`config.mk`:
```
export PLATFORM = sky130hd
export DESIGN_NAME = ball_ctrl
export DESIGN_NICKNAME = d
export VERILOG_FILES = /design/src/rtl/ball_pkg.sv /design/src/rtl/ball_render.sv /design/src/rtl/ball_ctrl.sv
export SDC_FILE = /design/constraint.sdc
export NUM_CORES = 1
export LEC_CHECK = 0
export CORE_MARGIN = 5
export CORE_UTILIZATION = 45
export DETAILED_ROUTE_END_ITERATION = 10
export GPL_ROUTABILITY_DRIVEN = 0
export PLACE_DENSITY_LB_ADDON = 0.3
export SLEW_MARGIN = 5
export SYNTH_ARGS = -nofsm -noshare
export SYNTH_HDL_FRONTEND = slang
export SYNTH_SLANG_ARGS = --single-unit
```
`constraint.sdc`:
```
create_clock -name clk -period 3 [get_ports clk]
set_input_delay 0.6 -clock clk [delete_from_list [all_inputs] [get_ports clk]]
set_output_delay 0.6 -clock clk [all_outputs]
set_load 0.02 [all_outputs]
```
`src/rtl/ball_pkg.sv`:
```
// Shared constants and FSM state type for the ball controller and its renderer.
package ball_pkg;

    localparam int unsigned SCREEN_W  = 640;
    localparam int unsigned SCREEN_H  = 480;
    localparam int unsigned BALL_SIZE = 8;
    localparam int unsigned PAD_X_L   = 600;
    localparam int unsigned PAD_X_R   = 603;
    localparam int unsigned START_X   = 316;
    localparam int unsigned START_Y   = 236;
    localparam int unsigned POS_W     = 10;

    typedef enum logic [1:0] {
        ST_IDLE = 2'd0,
        ST_RUN  = 2'd1,
        ST_MISS = 2'd2
    } state_e;

endpackage

```
`src/rtl/ball_render.sv`:
```
// Sprite rendering: 8x8 box test, ROM row/column selection and registered pixel output.
module ball_render
    import ball_pkg::*;
(
    input  logic             clk,
    input  logic             reset_n,
    input  logic [POS_W-1:0] pixel_x_i,
    input  logic [POS_W-1:0] pixel_y_i,
    input  logic             video_on_i,
    input  logic [POS_W-1:0] x_l_i,
    input  logic [POS_W-1:0] y_t_i,
    input  logic             hide_i,
    input  logic [7:0]       rom_data_i,
    output logic [2:0]       rom_addr_o,
    output logic             ball_on_o
);

    logic [POS_W-1:0] dx_pix;
    logic [POS_W-1:0] dy_pix;
    logic [2:0]       col;
    logic             in_box;
    logic             ball_on_d;
    logic             ball_on_q;

    // Offsets are only meaningful when the pixel is at or right/below the box corner.
    always_comb begin
        dx_pix    = pixel_x_i - x_l_i;
        dy_pix    = pixel_y_i - y_t_i;
        col       = dx_pix[2:0];
        in_box    = (pixel_x_i >= x_l_i) && (pixel_y_i >= y_t_i) &&
                    (dx_pix < POS_W'(BALL_SIZE)) && (dy_pix < POS_W'(BALL_SIZE));
        ball_on_d = video_on_i && in_box && !hide_i && rom_data_i[3'd7 - col];
    end

    assign rom_addr_o = dy_pix[2:0];

    always_ff @(posedge clk or negedge reset_n) begin
        if (!reset_n) begin
            ball_on_q <= 1'b0;
        end else begin
            ball_on_q <= ball_on_d;
        end
    end

    assign ball_on_o = ball_on_q;

endmodule

```
`src/rtl/ball_ctrl.sv`:
```
// Pong ball motion, wall/paddle reflection and serve/miss FSM; rendering lives in ball_render.
// Optional feature: define BALL_SPEEDUP_EN to speed the ball up every fourth paddle hit.
module ball_ctrl
    import ball_pkg::*;
#(
    parameter int unsigned BALL_V      = 2,
    parameter int unsigned MISS_FRAMES = 60
) (
    input  logic       clk,
    input  logic       reset_n,
    input  logic       refresh_tick,
    input  logic       start,
    input  logic [9:0] pixel_x,
    input  logic [9:0] pixel_y,
    input  logic       video_on,
    input  logic [9:0] paddle_y_t,
    input  logic [9:0] paddle_y_b,
    output logic [2:0] rom_addr,
    input  logic [7:0] rom_data,
    output logic       ball_on,
    output logic       hit,
    output logic       miss,
    output logic       busy
);

    localparam int unsigned CNT_W = $clog2(MISS_FRAMES + 1);
    localparam int unsigned EXT_W = POS_W + 1;

    state_e           state_q, state_d;
    logic [POS_W-1:0] x_l_q, x_l_d;
    logic [POS_W-1:0] y_t_q, y_t_d;
    logic             dx_q, dx_d;   // 1 = moving +x
    logic             dy_q, dy_d;   // 1 = moving +y
    logic [CNT_W-1:0] cnt_q, cnt_d;
    logic             hit_q, hit_d;
    logic             miss_q, miss_d;
    logic             busy_q, busy_d;

    logic [POS_W-1:0] speed;
    logic [EXT_W-1:0] spd_x, x_r, y_b;
    logic             top_wall, bot_wall, left_wall, pad_hit, escaped;

`ifdef BALL_SPEEDUP_EN
    logic [1:0]       hit_cnt_q, hit_cnt_d;
    logic [POS_W-1:0] speed_q, speed_d;
    assign speed = speed_q;
`else
    assign speed = POS_W'(BALL_V);
`endif

    // Edge arithmetic is one bit wider so x_r/y_b never wrap.
    assign spd_x     = {1'b0, speed};
    assign x_r       = {1'b0, x_l_q} + EXT_W'(BALL_SIZE - 1);
    assign y_b       = {1'b0, y_t_q} + EXT_W'(BALL_SIZE - 1);
    assign top_wall  = {1'b0, y_t_q} <= spd_x;
    assign bot_wall  = y_b >= (EXT_W'(SCREEN_H - 1) - spd_x);
    assign left_wall = {1'b0, x_l_q} <= spd_x;
    assign escaped   = x_r > EXT_W'(SCREEN_W - 1);
    assign pad_hit   = dx_q && (x_r >= EXT_W'(PAD_X_L)) && (x_r <= EXT_W'(PAD_X_R)) &&
                       (y_t_q <= paddle_y_b) && (y_b >= {1'b0, paddle_y_t});

    always_comb begin
        state_d = state_q;
        x_l_d   = x_l_q;
        y_t_d   = y_t_q;
        dx_d    = dx_q;
        dy_d    = dy_q;
        cnt_d   = cnt_q;
        hit_d   = 1'b0;
        miss_d  = 1'b0;
`ifdef BALL_SPEEDUP_EN
        hit_cnt_d = hit_cnt_q;
        speed_d   = speed_q;
`endif
        case (state_q)
            ST_IDLE: begin
                x_l_d = POS_W'(START_X);
                y_t_d = POS_W'(START_Y);
                dx_d  = 1'b1;
                dy_d  = 1'b1;
                cnt_d = '0;
`ifdef BALL_SPEEDUP_EN
                hit_cnt_d = '0;
                speed_d   = POS_W'(BALL_V);
`endif
                if (refresh_tick && start) begin
                    state_d = ST_RUN;
                end
            end
            ST_RUN: begin
                if (escaped) begin
                    state_d = ST_MISS;
                    miss_d  = 1'b1;
                    cnt_d   = '0;
                end else if (refresh_tick) begin
                    // Reflections settle the direction first, then this tick's step uses it.
                    if (top_wall) begin
                        dy_d = 1'b1;
                    end else if (bot_wall) begin
                        dy_d = 1'b0;
                    end
                    if (left_wall) begin
                        dx_d = 1'b1;
                    end
                    if (pad_hit) begin
                        dx_d  = 1'b0;
                        hit_d = 1'b1;
                    end
                    x_l_d = dx_d ? (x_l_q + speed) : (x_l_q - speed);
                    y_t_d = dy_d ? (y_t_q + speed) : (y_t_q - speed);
`ifdef BALL_SPEEDUP_EN
                    if (pad_hit) begin
                        hit_cnt_d = hit_cnt_q + 2'd1;
                        if ((hit_cnt_q == 2'd3) && (speed_q < POS_W'(BALL_V + 2))) begin
                            speed_d = speed_q + POS_W'(1);
                        end
                    end
`endif
                end
            end
            ST_MISS: begin
                if (refresh_tick) begin
                    if (cnt_q == CNT_W'(MISS_FRAMES - 1)) begin
                        state_d = ST_IDLE;
                        cnt_d   = '0;
                        x_l_d   = POS_W'(START_X);
                        y_t_d   = POS_W'(START_Y);
                        dx_d    = 1'b1;
                        dy_d    = 1'b1;
`ifdef BALL_SPEEDUP_EN
                        hit_cnt_d = '0;
                        speed_d   = POS_W'(BALL_V);
`endif
                    end else begin
                        cnt_d = cnt_q + CNT_W'(1);
                    end
                end
            end
            default: begin
                state_d = ST_IDLE;
            end
        endcase
        busy_d = (state_d != ST_IDLE);
    end

    always_ff @(posedge clk or negedge reset_n) begin
        if (!reset_n) begin
            state_q <= ST_IDLE;
            x_l_q   <= POS_W'(START_X);
            y_t_q   <= POS_W'(START_Y);
            dx_q    <= 1'b1;
            dy_q    <= 1'b1;
            cnt_q   <= '0;
            hit_q   <= 1'b0;
            miss_q  <= 1'b0;
            busy_q  <= 1'b0;
`ifdef BALL_SPEEDUP_EN
            hit_cnt_q <= '0;
            speed_q   <= POS_W'(BALL_V);
`endif
        end else begin
            state_q <= state_d;
            x_l_q   <= x_l_d;
            y_t_q   <= y_t_d;
            dx_q    <= dx_d;
            dy_q    <= dy_d;
            cnt_q   <= cnt_d;
            hit_q   <= hit_d;
            miss_q  <= miss_d;
            busy_q  <= busy_d;
`ifdef BALL_SPEEDUP_EN
            hit_cnt_q <= hit_cnt_d;
            speed_q   <= speed_d;
`endif
        end
    end

    assign hit  = hit_q;
    assign miss = miss_q;
    assign busy = busy_q;

    ball_render u_render (
        .clk        (clk),
        .reset_n    (reset_n),
        .pixel_x_i  (pixel_x),
        .pixel_y_i  (pixel_y),
        .video_on_i (video_on),
        .x_l_i      (x_l_q),
        .y_t_i      (y_t_q),
        .hide_i     (state_q == ST_MISS),
        .rom_data_i (rom_data),
        .rom_addr_o (rom_addr),
        .ball_on_o  (ball_on)
    );

endmodule
```
==> flow_summary_export.csv, run 1 <==
group,metric,value,unit
run_status,status,"finished, violations left",
run_status,violations,"negative setup slack",
job,cap_violations,0,
finish,area.growth.synth_to_final,39.1,%
sta,period_share,1.04,
cts,cts-root-buf,"clkbuf_8",
synthesis,syn_inst,472,
setup_path,cp_max_fo,5,
placement,placed_cell_area,4990,um2
routing,drcViolationCount,0,
synthesis,synth_enable_flop_cells,0,
synthesis,syn_area_per_cell,8.09,um2
setup_path,critPathArrivalTime,3300,ps
setup_path,worstPathRequired,3190,ps
finish,fillers,710,
grt,grt_pass1_wl,17900,um
floorplanning,rows,33,
sta,rsz0062_at_grt,"true",
grt,grt.overflow.total,0,
cts,cts_sinks,32,
cts,numCtsBuffers,5,
synthesis,ys_types,78,
synthesis,yosysSeqAreaShare,0.214,
routing,wl_per_cell,15.7,um
sta,finalHoldViolCount,0,
synthesis,async_flop_share,1.00,
routing,via_per_inst,5.68,
routing,routed_wl,10900,um
synthesis,synth_flop_cell,"dfrtp_1",
sta,slew_headroom,0.382,
cts,htree_levels,2,
sta,final_max_slew_viol_count,0,
sta,tightest_slew,922,ps
grt,antenna_found_initial,0,
sta,fin_skew,2.52,ps
floorplanning,initial_core_util,0.462,
sta,fin_ws,-109,ps
grt,grtUsageTotal,0.212,
worst_hold_path,hold_path.class,"flop to flop",
floorplanning,io_pins,60,
floorplanning,coreArea,8260,um2
finish,nNetsFinal,692,
routing,drtIter0Drc,219,
placement,io_buffer_count,58,
sta,finalSetupViolCount,7,
power,ir_drop,0.354,mV
finish,drive_gt1_frac,0.256,
setup_path,setup.worst_path.end_class,"flop",
synthesis,yosys_warnings,0,
synthesis,ys_ff_latch,32,
grt,grt_max_degree,33,
grt,grt_pass1_vias,3898,
placement,dp_slack,-407,ps
synthesis,synth_nets,571,
setup_path,startpoint_type,"flop",
finish,diodes,0,
floorplanning,fp.dieH,102,um
synthesis,synthesis.area,3820,um2
routing,dr.pass1.iters,4,
power,power.density,766,nW/um2
cts,cts_tree,"yes",
cts,worstSkewPairLatency,280,ps
cts,cts_max_path_buffers,2,
routing,antenna_left,0,
power,leakage,0.00241,uW
setup_path,worstSetupPathType,"flop to flop",
placement,hpwl,8650,um
floorplanning,die_area,10400,um2
sta,fin_crit,3110,ps
sta,fmax,322,MHz
floorplanning,die_w,102,um
finish,final_area,5310,um2
routing,num_vias,3967,
cts,cts.clk_slew.worst_paths,70,ps
## power breakdown
group	total [uW]	leakage (uW)	switching, uW	internal, uW
registers	744	0.000389	158	586
clock network	351	0.0000510	168	183
logic	2970	0.00196	1500	1470
total	4070	0.00241	1830	2240
## final cells by class
cell class                 count  area (um2)  share of cell area
timing repair buffer         137        1220               0.230
clock inverter                 2        10.0             0.00189
multi-input combinational    364        2850               0.536
tap                          105         131              0.0247
clock buffer                   6        82.6              0.0156
inverter                      53         201              0.0379
sequential                    32         817               0.154
## sequential cells by signal, summed over array words and instances (netlist names)
name and cells:
y_t_q 9, x_l_q 9, miss 1, busy 1
state_q 2, hit 1, u_render.ball_on_o 1, cnt_q 6
dy_q 1, dx_q 1
## metrics by stage
step	utilization	total power (uW)	setup TNS, ps	hold slack (ps)	instances
4_1_cts	0.632	3940	-374	510	697
3_3_place_gp	0.604	3390	-1350	483	684
2_1_floorplan	-	2480	-43.1	304	472
5_1_grt	0.643	4410	-1950	539	699
6_report	0.643	4070	-370	510	699
3_5_place_dp	0.604	3480	-1700	496	684
## cells in the final DEF (no fill, tap or decap), types with 10 or more instances in the layout
| cell type | Yosys | layout |
|---|---|---|
| a21oi_1 | 21 | 17 |
| buf_4 | 5 | 73 |
| clkdlybuf4s50_1 | 0 | 54 |
| dfrtp_1 | 20 | 19 |
| dfstp_2 | 12 | 12 |
| ha_1 | 44 | 42 |
| inv_1 | 53 | 51 |
| nand2_1 | 27 | 26 |
| nand3_1 | 21 | 21 |
| nand4_1 | 10 | 10 |
| nor2_1 | 30 | 30 |
| nor3_1 | 13 | 11 |
| o21ai_0 | 28 | 23 |
| xnor2_1 | 16 | 15 |
## cells by family after synthesis
| logic type | count (synthesis) | synth area share |
|---|---|---|
| other | 2 | 0.00197 |
| DFF | 32 | 0.214 |
| and+or+nand+nor | 163 | 0.233 |
| adders and majority gates | 46 | 0.155 |
| muxes | 11 | 0.0367 |
| xor gates and xnor gates | 17 | 0.0390 |
| buffers and inverters | 76 | 0.0895 |
| AOI/OAI and AO/OA | 125 | 0.231 |
## cell usage after synthesis (3+ instances only)
| cell type | n | area, um2 |
|---|---|---|
| nor2_1 | 30 | 113 |
| dfstp_2 | 12 | 315 |
| buf_4 | 5 | 37.5 |
| dfrtp_1 | 20 | 500 |
| nand4_1 | 10 | 62.6 |
| a211o_1 | 3 | 26.3 |
| nor3b_1 | 3 | 22.5 |
| nand2b_1 | 9 | 56.3 |
| nor2b_1 | 4 | 25.0 |
| nor3_1 | 13 | 65.1 |
| o21bai_1 | 5 | 37.5 |
| buf_6 | 3 | 33.8 |
| xnor2_1 | 16 | 140 |
| o21ai_0 | 28 | 140 |
| o21a_1 | 8 | 60.1 |
| and3_1 | 6 | 37.5 |
| or3_1 | 5 | 31.3 |
| nor4_1 | 8 | 50.1 |
| ha_1 | 44 | 551 |
| mux2_1 | 3 | 33.8 |
| o21ai_1 | 4 | 20.0 |
| o31ai_1 | 4 | 30.0 |
| buf_2 | 11 | 55.1 |
| and2_1 | 5 | 31.3 |
| a31oi_1 | 6 | 37.5 |
| inv_1 | 53 | 199 |
| o211ai_1 | 7 | 52.6 |
| a211oi_1 | 6 | 45.0 |
| a21oi_1 | 21 | 105 |
| o22ai_1 | 3 | 18.8 |
| mux2i_1 | 5 | 50.1 |
| nand3_1 | 21 | 105 |
| a21o_1 | 4 | 30.0 |
| nand2_1 | 27 | 101 |
| or4_1 | 4 | 30.0 |
| nand3b_1 | 4 | 30.0 |
| clkbuf_1 | 3 | 11.3 |
## metal layers
metal | track usage | vias to the layer above | share of wire
met5 | 0 | - | 0
met4 | 0.0494 | 0 | 0.015
met3 | 0.0225 | 22 | 0.051
met2 | 0.356 | 129 | 0.47
met1 | 0.294 | 1859 | 0.46
li1 | - | 1957 | -
## path summary, 6_finish.rpt
| kind | start | to | slack, ps | cells past startpoint |
|---|---|---|---|---|
| worst min-delay path | cnt_q[1]$_DFFE_PN0P_ | cnt_q[1]$_DFFE_PN0P_ | 510 | 2 |
| worst max-delay path | y_t_q[2]$_DFFE_PN1P_ | x_l_q[3]$_DFFE_PN1P_ | -110 | 14 |
| worst max register to register | y_t_q[2]$_DFFE_PN1P_ | x_l_q[3]$_DFFE_PN1P_ | -110 | 14 |
| worst min register to register | cnt_q[1]$_DFFE_PN0P_ | cnt_q[1]$_DFFE_PN0P_ | 510 | 2 |
| min in group asynchronous | reset_n | cnt_q[0]$_DFFE_PN0P_ | 720 | 2 |
| max in group asynchronous | reset_n | dx_q$_DFFE_PN1P_ | 1930 | 2 |
## worst max-delay path, cell delays in order, from the launching register on
cell      delay, ps
dfstp_2         570
inv_4            50
ha_1            210
nor3_2          200
xnor2_1         190
inv_1            80
ha_1            290
o21ai_2          50
a31oi_1         190
o31ai_2         110
a211oi_4        390
buf_4           190
nor3_2           50
a21o_1          220
a311oi_2        240
## repair_timing
item | CTS | global route
pin swaps | 16 | 14
hold buffers | 0 | 0
resized for setup | 24 | 21
buffers inserted | 6 | 4
gates cloned | 0 | 0
endpoints found under the setup margin | 11 | 16
Power figures use the tool's default switching activity.
==> run 2, diff against run 1 <==
--- a/config.mk
+++ b/config.mk
@@ -5,6 +5,7 @@
 export SDC_FILE = /design/constraint.sdc
 export NUM_CORES = 1
 export LEC_CHECK = 0
+export ABC_AREA = 1
 export CORE_MARGIN = 5
 export CORE_UTILIZATION = 45
 export DETAILED_ROUTE_END_ITERATION = 10
==> flow_summary_export.csv, run 2 <==
group,metric,value,unit
setup_path,setup.worst_path.end_class,"primary output",
routing,num_vias,4587,
sta,fmax,345,MHz
sta,fin_crit,2900,ps
floorplanning,coreArea,9280,um2
routing,antenna_left,0,
sta,finalSetupViolCount,0,
grt,grt_pass1_wl,19000,um
synthesis,synthesis.area,4320,um2
power,p_clk_frac,0.080,
sta,tns,0,ps
grt,grt_pass1_vias,4300,
power,leakage,0.00272,uW
grt,grtUsageMet3,0.0258,
synthesis,ys_ff_latch,32,
setup_path,cp_slowest_cell,"clkdlybuf4s50_1",
synthesis,synth_flop_cell,"dfrtp_1",
grt,grtUsageTotal,0.196,
sta,finalHoldViolCount,0,
grt,antenna_found_initial,0,
cts,post_cts_resize_count,1,
finish,diodes,0,
job,cap_violations,0,
synthesis,synth_enable_flop_cells,0,
synthesis,ys_types,39,
finish,final_common_cell,"nand2_1",
placement,hpwl,8930,um
floorplanning,io_pins,60,
floorplanning,initial_core_util,0.465,
sta,rsz0062_at_grt,"false",
synthesis,synth_nets,789,
synthesis,synth_compound_area_frac,0.0751,
run_status,status,"finished clean",
finish,drive_gt1_frac,0.0957,
setup_path,startpoint_type,"input port",
cts,cts_tree,"yes",
synthesis,synthSimpleGateAreaFrac,0.416,
power,power.density,805,nW/um2
placement,dp_slack,-16.8,ps
synthesis,yosysMostFrequentCell,"nand2_1",
finish,fin_util,0.562,
finish,nNetsFinal,861,
routing,drtIter0Drc,213,
synthesis,synth_top_family_by_area,"simple AND/OR/NAND/NOR gates",
grt,grt_max_degree,33,
floorplanning,fp.dieH,108,um
synthesis,syn_area_per_cell,6.25,um2
sta,final_max_slew_viol_count,0,
floorplanning,die_w,108,um
synthesis,yosys.area_share.xor_xnor,0.0690,
cts,htree_levels,2,
floorplanning,rows,35,
cts,worstSkewPairLatency,290,ps
synthesis,muxShareOfSynthArea,0,
finish,stdcell_count,892,
setup_path,cp_max_fo,2,
cts,cts-root-buf,"clkbuf_8",
sta,holdWs,487,ps
finish,area.growth.synth_to_final,20.9,%
cts,hold_buffers,0,
synthesis,yosys_warnings,0,
synthesis,synth_commonest_cells,"nand2_1, inv_1, nand3_1",
sta,fin_ws,103,ps
power,pwr-share-seq,0.195,
placement,io_buffer_count,58,
routing,routed_wl,11100,um
setup_path,worstPathCellList,"clkdlybuf4s50_1 > inv_1 > fa_1 > inv_1 > clkdlybuf4s50_1",
synthesis,yosysSeqAreaShare,0.189,
power,switching_power,2300,uW
sta,period_share,0.966,
synthesis,syn_inst,690,
floorplanning,die_area,11600,um2
worst_hold_path,hold_path.class,"flop to flop",
finish,largest_registers,"x_l_q x9, y_t_q x9, cnt_q x6",
cts,postCtsSetupBuffers,0,
routing,drcViolationCount,0,
cts,cts_sinks,32,
power,ir_drop,0.377,mV
synthesis,yosys.area.top_type,"nand2_1",
grt,met1_usage,0.253,
synthesis,synth_top_area_frac,0.183,
synthesis,async_flop_share,1.00,
power,p_sw_frac,0.547,
routing,dr.pass1.iters,5,
grt,grt.overflow.total,0,
sta,fin_skew,5.20,ps
power,combPwrFrac,0.725,
cts,numCtsBuffers,5,
setup_path,worstSetupPathType,"input port to primary output",
cts,cts.clk_slew.worst_paths,70,ps
grt,gr-max-usage-layer,"met2",
routing,via_per_inst,5.14,
finish,mostFrequentLayoutCells,"nand2_1, inv_1, nand3_1",
cts,cts_max_path_buffers,2,
setup_path,slowest_delay,590,ps
power,internal-power,1900,uW
routing,wl_per_cell,12.5,um
setup_path,worstPathRequired,2400,ps
placement,post-place-cells,884,
synthesis,synth.area.top_cells,"nand2_1, ha_1, dfrtp_1",
finish,fillers,892,
grt,met2_usage,0.332,
synthesis,synthAdderAreaFrac,0.137,
setup_path,critPathArrivalTime,2300,ps
[run 2: cell type report]
cell class / instances / area, um2 / share of cell area
clock buffers: 5 / 68.8 / 0.0132
clock inverters: 3 / 18.8 / 0.00360
inverters: 110 / 413 / 0.0791
multi-input cells: 538 / 3030 / 0.581
flip-flops and latches: 32 / 817 / 0.157
well taps: 129 / 161 / 0.0309
repair buffers: 75 / 707 / 0.135
[run 2: cells by family (layout without fill, tap and decap cells)]
kind of cell    after synthesis  count (layout)
other cells                   2               2
fa+ha+maj                    46              46
buf+inv                     120             193
compound gates               55              55
xor+xnor                     34              34
flops                        32              32
simple gates                401             401
[run 2: worst max-delay path, delay by kind of cell]
| kind | cells | cell delay (ps) |
|---|---|---|
| buf+inv | 4 | 1220 |
| fa+ha+maj | 1 | 470 |
[run 2: final timing paths]
path | start | end | slack [ps] | cells past startpoint
setup / recovery | pixel_y[1] | rom_addr[1] | 100 | 5
hold / removal | dy_q$_DFFE_PN1P_ | dy_q$_DFFE_PN1P_ | 490 | 2
setup reg to reg | y_t_q[2]$_DFFE_PN1P_ | x_l_q[6]$_DFFE_PN0P_ | 220 | 19
hold reg to reg | dy_q$_DFFE_PN1P_ | dy_q$_DFFE_PN1P_ | 490 | 2
max in group asynchronous | reset_n | x_l_q[2]$_DFFE_PN1P_ | 1960 | 2
min in group asynchronous | reset_n | x_l_q[6]$_DFFE_PN0P_ | 700 | 2
[run 2: power groups by stage]
stage	Sequential, uW	Combinational, uW	Clock, uW
after global placement	813	2920	0
after detailed placement	816	3010	0
after global routing	839	3480	367
after CTS	810	3020	349
after floorplan	755	2300	0
final	819	3040	338
[run 2: routing by layer]
metal / vias to the layer above / part of all wire
met1: 2070 / 0.44
li1: 2341 / -
met4: 0 / 0.031
met2: 148 / 0.47
met3: 28 / 0.059
met5: - / 0
[run 2: metrics by stage]
step / power, uW / area (um2)
after floorplan: 3060 / 4320
after global placement: 3740 / 5110
after detailed placement: 3820 / 5110
after CTS: 4170 / 5200
after global routing: 4690 / 5220
final: 4200 / 5220
==> run 3, diff against run 2 <==
--- a/config.mk
+++ b/config.mk
@@ -6,11 +6,14 @@
 export NUM_CORES = 1
 export LEC_CHECK = 0
 export ABC_AREA = 1
+export CELL_PAD_IN_SITES_DETAIL_PLACEMENT = 0
+export CELL_PAD_IN_SITES_GLOBAL_PLACEMENT = 1
 export CORE_MARGIN = 5
-export CORE_UTILIZATION = 45
+export CORE_UTILIZATION = 36
 export DETAILED_ROUTE_END_ITERATION = 10
 export GPL_ROUTABILITY_DRIVEN = 0
 export PLACE_DENSITY_LB_ADDON = 0.3
+export SKIP_LAST_GASP = 1
 export SLEW_MARGIN = 5
 export SYNTH_ARGS = -nofsm -noshare
 export SYNTH_HDL_FRONTEND = slang
==> flow_summary_export.csv, run 3 (synthesized netlist as in run 2, its figures left out) <==
group,metric,value,unit
run_status,status,"finished clean",
finish,fin_util,0.449,
sta,period_share,0.958,
cts,postCtsSetupBuffers,0,
routing,wl_per_cell,12.8,um
cts,cts_sinks,32,
worst_hold_path,min_path_cells,2,
cts,numCtsBuffers,5,
worst_hold_path,hp-start,"dy_q$_DFFE_PN1P_",
setup_path,reg2reg_from,"y_t_q[2]$_DFFE_PN1P_",
setup_path,reg2reg_depth,19,
setup_path,worstSetupStartpoint,"pixel_y[1]",
routing,dr.pass1.iters,5,
setup_path,cp_max_fo,2,
sta,finalSetupViolCount,0,
routing,drtIter0Drc,186,
grt,grt.overflow.total,0,
setup_path,reg2reg_slack,280,ps
finish,drive_gt1_frac,0.0955,
floorplanning,die_w,119,um
finish,area.growth.synth_to_final,23.5,%
placement,post-place-cells,902,
setup_path,critPathArrivalTime,2270,ps
routing,routed_wl,11700,um
sta,rsz0062_at_grt,"false",
setup_path,worstSetupPathType,"input port to primary output",
worst_hold_path,min_to,"dy_q$_DFFE_PN1P_",
cts,worstSkewPairLatency,280,ps
grt,grt_max_degree,33,
grt,grt_pass1_vias,4320,
sta,finalHoldViolCount,0,
routing,antenna_left,0,
floorplanning,initial_core_util,0.364,
finish,final_common_cell,"nand2_1",
power,finalPower,4480,uW
finish,stdcell_count,911,
grt,antenna_found_initial,0,
floorplanning,fp.dieH,119,um
cts,cts-root-buf,"clkbuf_16",
finish,diodes,0,
floorplanning,die_area,14300,um2
floorplanning,coreArea,11900,um2
routing,drcViolationCount,0,
power,ir_drop,0.326,mV
cts,htree_levels,2,
cts,cts_tree,"yes",
routing,num_vias,4390,
job,cap_violations,0,
finish,fillers,1266,
sta,holdWs,503,ps
setup_path,setup.worst_path.end_class,"primary output",
finish,mostFrequentLayoutCells,"nand2_1, inv_1, nand3_1",
routing,via_per_inst,4.82,
setup_path,worst_r2r_endpoint,"x_l_q[6]$_DFFE_PN0P_",
floorplanning,io_pins,60,
floorplanning,rows,40,
power,power.density,840,nW/um2
sta,fin_crit,2870,ps
finish,nNetsFinal,862,
setup_path,worstPathRequired,2400,ps
sta,final_max_slew_viol_count,0,
cts,hold_buffers,0,
finish,largest_registers,"x_l_q x9, y_t_q x9, cnt_q x6",
grt,grtUsageTotal,0.169,
power,leakage,0.00275,uW
worst_hold_path,hold_path.class,"flop to flop",
cts,cts_max_path_buffers,2,
grt,grt_pass1_wl,20200,um
sta,fmax,348,MHz
sta,fin_skew,8.44,ps
placement,io_buffer_count,58,
placement,hpwl,9360,um
cts,cts.clk_slew.worst_paths,60,ps
setup_path,startpoint_type,"input port",
[run 3: worst max-delay path: stages]
cell and delay [ps]:
clkdlybuf4s50_1 470, inv_1 70, fa_1 480, inv_1 70, clkdlybuf4s50_1 590
[run 3: power breakdown]
group          internal [uW]  switching, uW
sequential               618            184
clock                    390            212
combinational           1130           1940
total                   2140           2340
[run 3: layout make-up]
cell class                 count  area [um2]  area share
timing repair buffer          75         707       0.133
tap                          147         184      0.0345
inverter                     110         413      0.0775
clock inverter                 3        42.5     0.00798
clock buffer                   5         125      0.0235
sequential                    32         816       0.153
multi-input combinational    539        3040       0.571
[run 3: how the worst max path moves through the flow]
stage | end | slack [ps] | depth (start not counted)
6_report | rom_addr[1] | 130 | 5
5_1_grt | x_l_q[4]$_DFFE_PN1P_ | 30 | 20
4_1_cts | x_l_q[7]$_DFFE_PN0P_ | 20 | 19
3_5_place_dp | rom_addr[2] | -60 | 5
3_3_place_gp | rom_addr[2] | 20 | 5
2_1_floorplan | x_l_q[7]$_DFFE_PN0P_ | 440 | 19
[run 3: routing by layer]
layer  global-route usage  wire (um)  vias to the layer above
li1                     -          -                     2347
met5                    0          0                        -
met3               0.0228        416                        6
met1                0.225       5590                     1969
met2                0.295       5610                       68
met4               0.0293         59                        0
[run 3: timing repair]
item	in CTS	in global routing
cloned	0	1
resized for setup	1	5
hold endpoints to repair	0	0
endpoints found under the setup margin	1	9
pin swaps	0	2
[run 3: per-stage QoR]
stage | area, um2 | setup TNS (ps) | worst slack (ps)
after global placement | 5140 | 0 | 19.3
after floorplan | 4320 | 0 | 442
final | 5330 | 0 | 126
after global routing | 5330 | 0 | 25.1
after CTS | 5300 | 0 | 23.2
after detailed placement | 5140 | -59.5 | -59.5
